$ cat config.mk
export PLATFORM = sky130hd
export DESIGN_NAME = key_debounce
export DESIGN_NICKNAME = d
export VERILOG_FILES = /design/src/rtl/key_debounce.sv
export SDC_FILE = /design/constraint.sdc
export NUM_CORES = 1
export LEC_CHECK = 0
export ABC_AREA = 0
export BUFFER_PORTS_ARGS = -buffer_cell sky130_fd_sc_hd__clkbuf_2
export CAP_MARGIN = 40
export CORE_UTILIZATION = 50
export CTS_CLUSTER_DIAMETER = 100
export DETAILED_ROUTE_END_ITERATION = 10
export HOLD_SLACK_MARGIN = 0.1
export PLACE_DENSITY = 0.67
export SLEW_MARGIN = 20
export SYNTH_ARGS = -nofsm -noshare
export SYNTH_HDL_FRONTEND = slang
export SYNTH_SLANG_ARGS = --single-unit
$ cat constraint.sdc
create_clock -name clock -period 4.8 [get_ports clock]
set_clock_uncertainty 0.1 [all_clocks]
set_input_delay 0.72 -clock clock [delete_from_list [all_inputs] [get_ports clock]]
set_output_delay 0.72 -clock clock [all_outputs]
set_load 0.1 [all_outputs]
$ cat src/rtl/key_debounce.sv
// Four-key pushbutton debouncer with a priority-ordered single-cycle press pulse.
// Each raw key is synchronised, normalised to active-high, and accepted only after
// holding a new level for DEBOUNCE_CYCLES consecutive cycles. Debounced presses
// queue as pending bits and are issued one per cycle, key0 first.
module key_debounce #(
    parameter int unsigned DEBOUNCE_CYCLES = 50000,
    parameter bit          ACTIVE_LOW      = 1'b1
) (
    input  logic       clock,
    input  logic       reset,
    input  logic       key3,
    input  logic       key2,
    input  logic       key1,
    input  logic       key0,
    output logic       key_reset,
    output logic       key_contar,
    output logic       key_pausar,
    output logic       key_parar,
    output logic [3:0] pressed
);

    // Counter value seen on the edge where the mismatch run reaches DEBOUNCE_CYCLES.
    localparam logic [15:0] LastCount = 16'(DEBOUNCE_CYCLES - 1);

    logic [3:0]  raw_keys;
    logic [3:0]  key_level;

    logic [3:0]  sync1_q;
    logic [3:0]  sync2_q;
    logic [15:0] count_q [4];
    logic [15:0] count_d [4];
    logic [3:0]  pressed_q;
    logic [3:0]  pressed_d;
    logic [3:0]  rise;
    logic [3:0]  pending_q;
    logic [3:0]  pending_d;
    logic [3:0]  grant;
    logic [3:0]  pulse_q;

    assign raw_keys  = {key3, key2, key1, key0};
    assign key_level = ACTIVE_LOW ? ~raw_keys : raw_keys;

    // Two-flop synchronizer; reset loads the released (not pressed) level.
    always_ff @(posedge clock) begin
        if (reset) begin
            sync1_q <= 4'b0000;
            sync2_q <= 4'b0000;
        end else begin
            sync1_q <= key_level;
            sync2_q <= sync1_q;
        end
    end

    // Per-key mismatch-run counters; the debounced level flips when a run completes.
    always_comb begin
        pressed_d = pressed_q;
        rise      = 4'b0000;
        for (int i = 0; i < 4; i++) begin
            count_d[i] = 16'd0;
            if (sync2_q[i] != pressed_q[i]) begin
                if (count_q[i] == LastCount) begin
                    pressed_d[i] = ~pressed_q[i];
                    rise[i]      = ~pressed_q[i];
                end else begin
                    count_d[i] = count_q[i] + 16'd1;
                end
            end
        end
    end

    // Grant the lowest-index pending key; a fresh rise on the granted key re-arms it.
    always_comb begin
        grant     = pending_q & (~pending_q + 4'd1);
        pending_d = (pending_q & ~grant) | rise;
    end

    // Debounce state, pending queue and registered pulse outputs.
    always_ff @(posedge clock) begin
        if (reset) begin
            for (int i = 0; i < 4; i++) begin
                count_q[i] <= 16'd0;
            end
            pressed_q <= 4'b0000;
            pending_q <= 4'b0000;
            pulse_q   <= 4'b0000;
        end else begin
            for (int i = 0; i < 4; i++) begin
                count_q[i] <= count_d[i];
            end
            pressed_q <= pressed_d;
            pending_q <= pending_d;
            pulse_q   <= grant;
        end
    end

    assign pressed    = pressed_q;
    assign key_parar  = pulse_q[0];
    assign key_pausar = pulse_q[1];
    assign key_contar = pulse_q[2];
    assign key_reset  = pulse_q[3];

endmodule

Word level (Yosys, flattened, before mapping)
Memories as Yosys holds them, arrays and structs flattened.
Cells that the tools add are included.
{"block": "op_classes", "add_sub_neg": 5, "mul": 0, "div_mod_pow": 0, "n_lt_le_gt_ge": 0, "eq_ne": 8, "shifts": 0, "n_mux": 23, "bitwise_logic": 14, "reduce_logical": 4}
{"operator": "2-to-1 mux 16 bit", "n": 12}
{"operator": "adder 16 x 1 -> 16 bit (second input constant)", "n": 4}
{"operator": "== test 16 bit (second input constant)", "n": 4}
{"operator": "inverter 4 bit", "n": 3}
{"operator": "2-to-1 mux 1 bit", "n": 11}
{"operator": "bitwise AND 4 bit", "n": 2}
{"operator": "AND reduction 2 bit", "n": 4}
{"operator": "adder 4 x 1 -> 4 bit (second input constant)", "n": 1}
{"operator": "!= test 1 bit", "n": 4}
{"operator": "inverter 1 bit", "n": 4}
{"operator": "OR 1 bit", "n": 4}
{"operator": "OR 4 bit", "n": 1}
{"block": "totals", "regBits": 20, "latch_bits": 0, "mem_bits_rw": 64, "romBits": 0, "inputBits": 6, "wordCells": 63, "memories": 1}
{"name": "count_q", "depth": 4, "width": 16, "rd": 4, "rd_ports_with_merged_regs": 0, "write_ports": 4, "line": "30", "rtl": "logic [15:0] count_q [4];"}

Longest topological paths before layout
{"block": "depth", "depth_word": 6, "depth_mapped": 7}

Worst setup path after synthesis
Ideal clock, no wire load.
{"block": "synth_timing", "path_kind": "register to register", "startpoint": "register pressed_q[3] (netlist: pressed[3])", "endpoint": "memory count_q[3][10]", "arrival_time_ns": 1.756, "path_slack_ns": 2.816, "stages_incl_launch_ff": 6, "path_buffers": 1, "path_cell_list": "dfxtp_1 -> xor2_1 -> nand2b_1 -> nand2b_1 -> clkbuf_1 -> nor2_1"}
{"item": "from (decl)", "line": "32", "rtl": "logic [3:0] pressed_q;"}
{"item": "from (signal assigned)", "line": "90", "rtl": "pressed_q <= pressed_d;"}
{"item": "to (decl)", "line": "30"}

==> flow_summary.yaml <==
outcome:
  status: "finished clean"
synthesis:
  ys_seq_area_share_pct: 48.2
  postSynthCellCount: 377
  avgSynthCellArea_um2: 9.25
  synth_edf_count: 0
  netlist_area_um2: 3490
  ys_types: 36
  yosysWarningCount: 0
  synth_seq_cells: 84
  async_flop_share_pct: 0
  synth_nets: 387
  synth_ff_type: "dfxtp_1"
layout:
  diodes: 0
  stdcell_count: 477
  nFillCells: 626
  mostFrequentLayoutCell: "dfxtp_1"
  final_core_util_pct: 56.5
  fin_nets: 402
  syn_to_final_growth_pct: 9.44
  final_cell_mix: "dfxtp_1 (84), nor2_1 (74), xnor2_1 (41)"
  layout-drive-gt1-share_pct: 8.06
critical_path:
  crit_buf_inv: 0
  path_delay_family: "simple AND/OR/NAND/NOR gates"
  crit_slowest_cell: "or2_1"
  cp-start-kind: "flop"
  max_stage_delay_ns: 0.50
  endpoint_kind: "flop"
  path_cells: "ha_1 -> nand3_1 -> nor4_4 -> or2_1 -> nor2_1"
  path_max_fanout: 15
  critPathArrivalTime_ns: 2.24
  worstSetupPathType: "reg -> reg"
  cp_data_required_time_ns: 4.92
detailed_routing:
  drc: 0
  drtIter0Drc: 73
  drt-total-wl_um: 5940
  firstDrtPassIters: 4
  detail-route-antenna-nets: 0
  wl_per_cell_um: 12.4
  vias_per_cell: 5.32
  dr_total_vias: 2536
job:
  max_cap_violations: 0
sta:
  hold_violations: 0
  fin_crit_sh_pct: 44.2
  tightest_slew_ns: 0.560
  setup_violations: 0
  rsz0062_at_grt: "false"
  slew_violations: 0
  fmax_ghz: 0.471
  relSlewSlack_pct: 62.6
  fin_setup_tns_ns: 0
  setup_ws_ns: 2.68
  fin_crit_ns: 2.12
clocking:
  postCtsHoldBufs: 0
  cts.clk_slew.worst_paths_ns: 0.08
  ctsRootBufferMaster: "clkbuf_8"
  cts_tree: "built"
  cts_max_path_buffers: 2
  htreeDepth: 3
  insertion_delay_ns: 0.35
  cts_made_buffers: 9
  cts_setup_buffers: 0
  post_cts_resize_count: 0
  cts.sinks: 84
floorplanning:
  dieArea_um2: 7310
  start_util_pct: 51.6
  rows: 30
  die-height_um: 85.5
  die_w_um: 85.5
  io_pins: 14
  core-area_um2: 6760
pwr:
  max-vdd-ir-drop_mv: 0.288
  leakage_nw: 1.21
  p_per_area_nw_per_um2: 332
placement:
  pre_cts_ws_ns: 2.69
  placed_cells: 461
  dp_hpwl_um: 4010
  portBuffers: 13
  place_congestion: 0.824
global_routing:
  grt.total_usage_pct: 18.0
  antenna_found_initial: 0
  grt_pass1_wl_um: 10500
  grt_max_degree: 26
  overflow: 0
  grt_pass1_vias: 2313
worst_hold_path:
  min_path_type: "reg -> reg"
-- synthesized netlist by cell type (2+ instances only) --
master / instances / area, um^2
nor4bb_1: 5 / 50.1
and3_1: 9 / 56.3
dfxtp_1: 84 / 1680
o31ai_1: 4 / 30.0
nand2b_1: 4 / 25.0
nor4_1: 15 / 93.8
clkbuf_1: 6 / 22.5
inv_1: 9 / 33.8
nand4_1: 21 / 131
ha_1: 4 / 50.1
nor4b_1: 4 / 35.0
or3b_2: 2 / 17.5
mux2i_1: 4 / 40.0
or4_1: 3 / 22.5
xor2_1: 16 / 140
nor2_1: 74 / 278
a21oi_1: 5 / 25.0
nand2_1: 15 / 56.3
nor2b_1: 6 / 37.5
nand3_1: 20 / 100
xnor2_1: 41 / 359
and4_1: 3 / 26.3
nor3_1: 10 / 50.1
-- state kept, by name, indices dropped and copies added (netlist names) --
name	cells
count_q	64
pressed	4
sync2_q	4
sync1_q	4
pulse_q	4
pending_q	4
-- through the flow --
step | hold WS, ns | power [mW] | cell area [um^2]
floorplan | 0.314 | 0.729 | 3490
global placement | 0.318 | 0.733 | 3600
detailed placement | 0.325 | 0.733 | 3600
CTS | 0.343 | 1.28 | 3810
global route | 0.361 | 1.31 | 3810
finish | 0.338 | 1.27 | 3810
-- power breakdown --
| part | internal, mW | switching [mW] |
|---|---|---|
| sequential | 0.700 | 0.00243 |
| clock | 0.307 | 0.243 |
| combinational | 0.00474 | 0.00901 |
| total | 1.01 | 0.254 |
-- path summary, 6_finish.rpt --
| kind | depth (start not counted) | to | startpoint | slack (ns) |
|---|---|---|---|---|
| hold / removal | 1 | sync2_q[2] | sync1_q[2] | 0.34 |
| hold reg to reg | 1 | sync2_q[2] | sync1_q[2] | 0.34 |
| setup reg to reg | 5 | count_q[1][10] | count_q[1][0] | 2.68 |
| setup / recovery | 5 | count_q[1][10] | count_q[1][0] | 2.68 |
-- final cells by class --
type	count	area (um^2)	share of cell area, %
inverter	9	33.8	0.886
clock inverter	4	72.6	1.90
clock buffer	12	145	3.80
multi-input combinational	275	1720	45.0
tap	80	100	2.62
timing repair buffer	13	65.1	1.71
sequential	84	1680	44.1
-- per-layer routing --
layer / up-vias / share of wire [%] / GRT usage [%]
li1: 1337 / - / -
met1: 1161 / 52 / 25.0
met2: 27 / 43 / 27.2
met3: 11 / 2.1 / 3.27
met4: 0 / 2.2 / 8.64
met5: - / 0 / 0
-- kinds of logic after synthesis --
group                    share of synthesized area [%]
XOR/XNOR                                          14.3
adder cells (fa/ha/maj)                           1.44
buffers and inverters                             2.51
flip-flops                                        48.2
multiplexers                                      1.15
AND/OR/NAND/NOR                                   30.4
AO/OA/AOI/OAI                                     1.97
No activity file was read; power rests on OpenSTA's default activity.
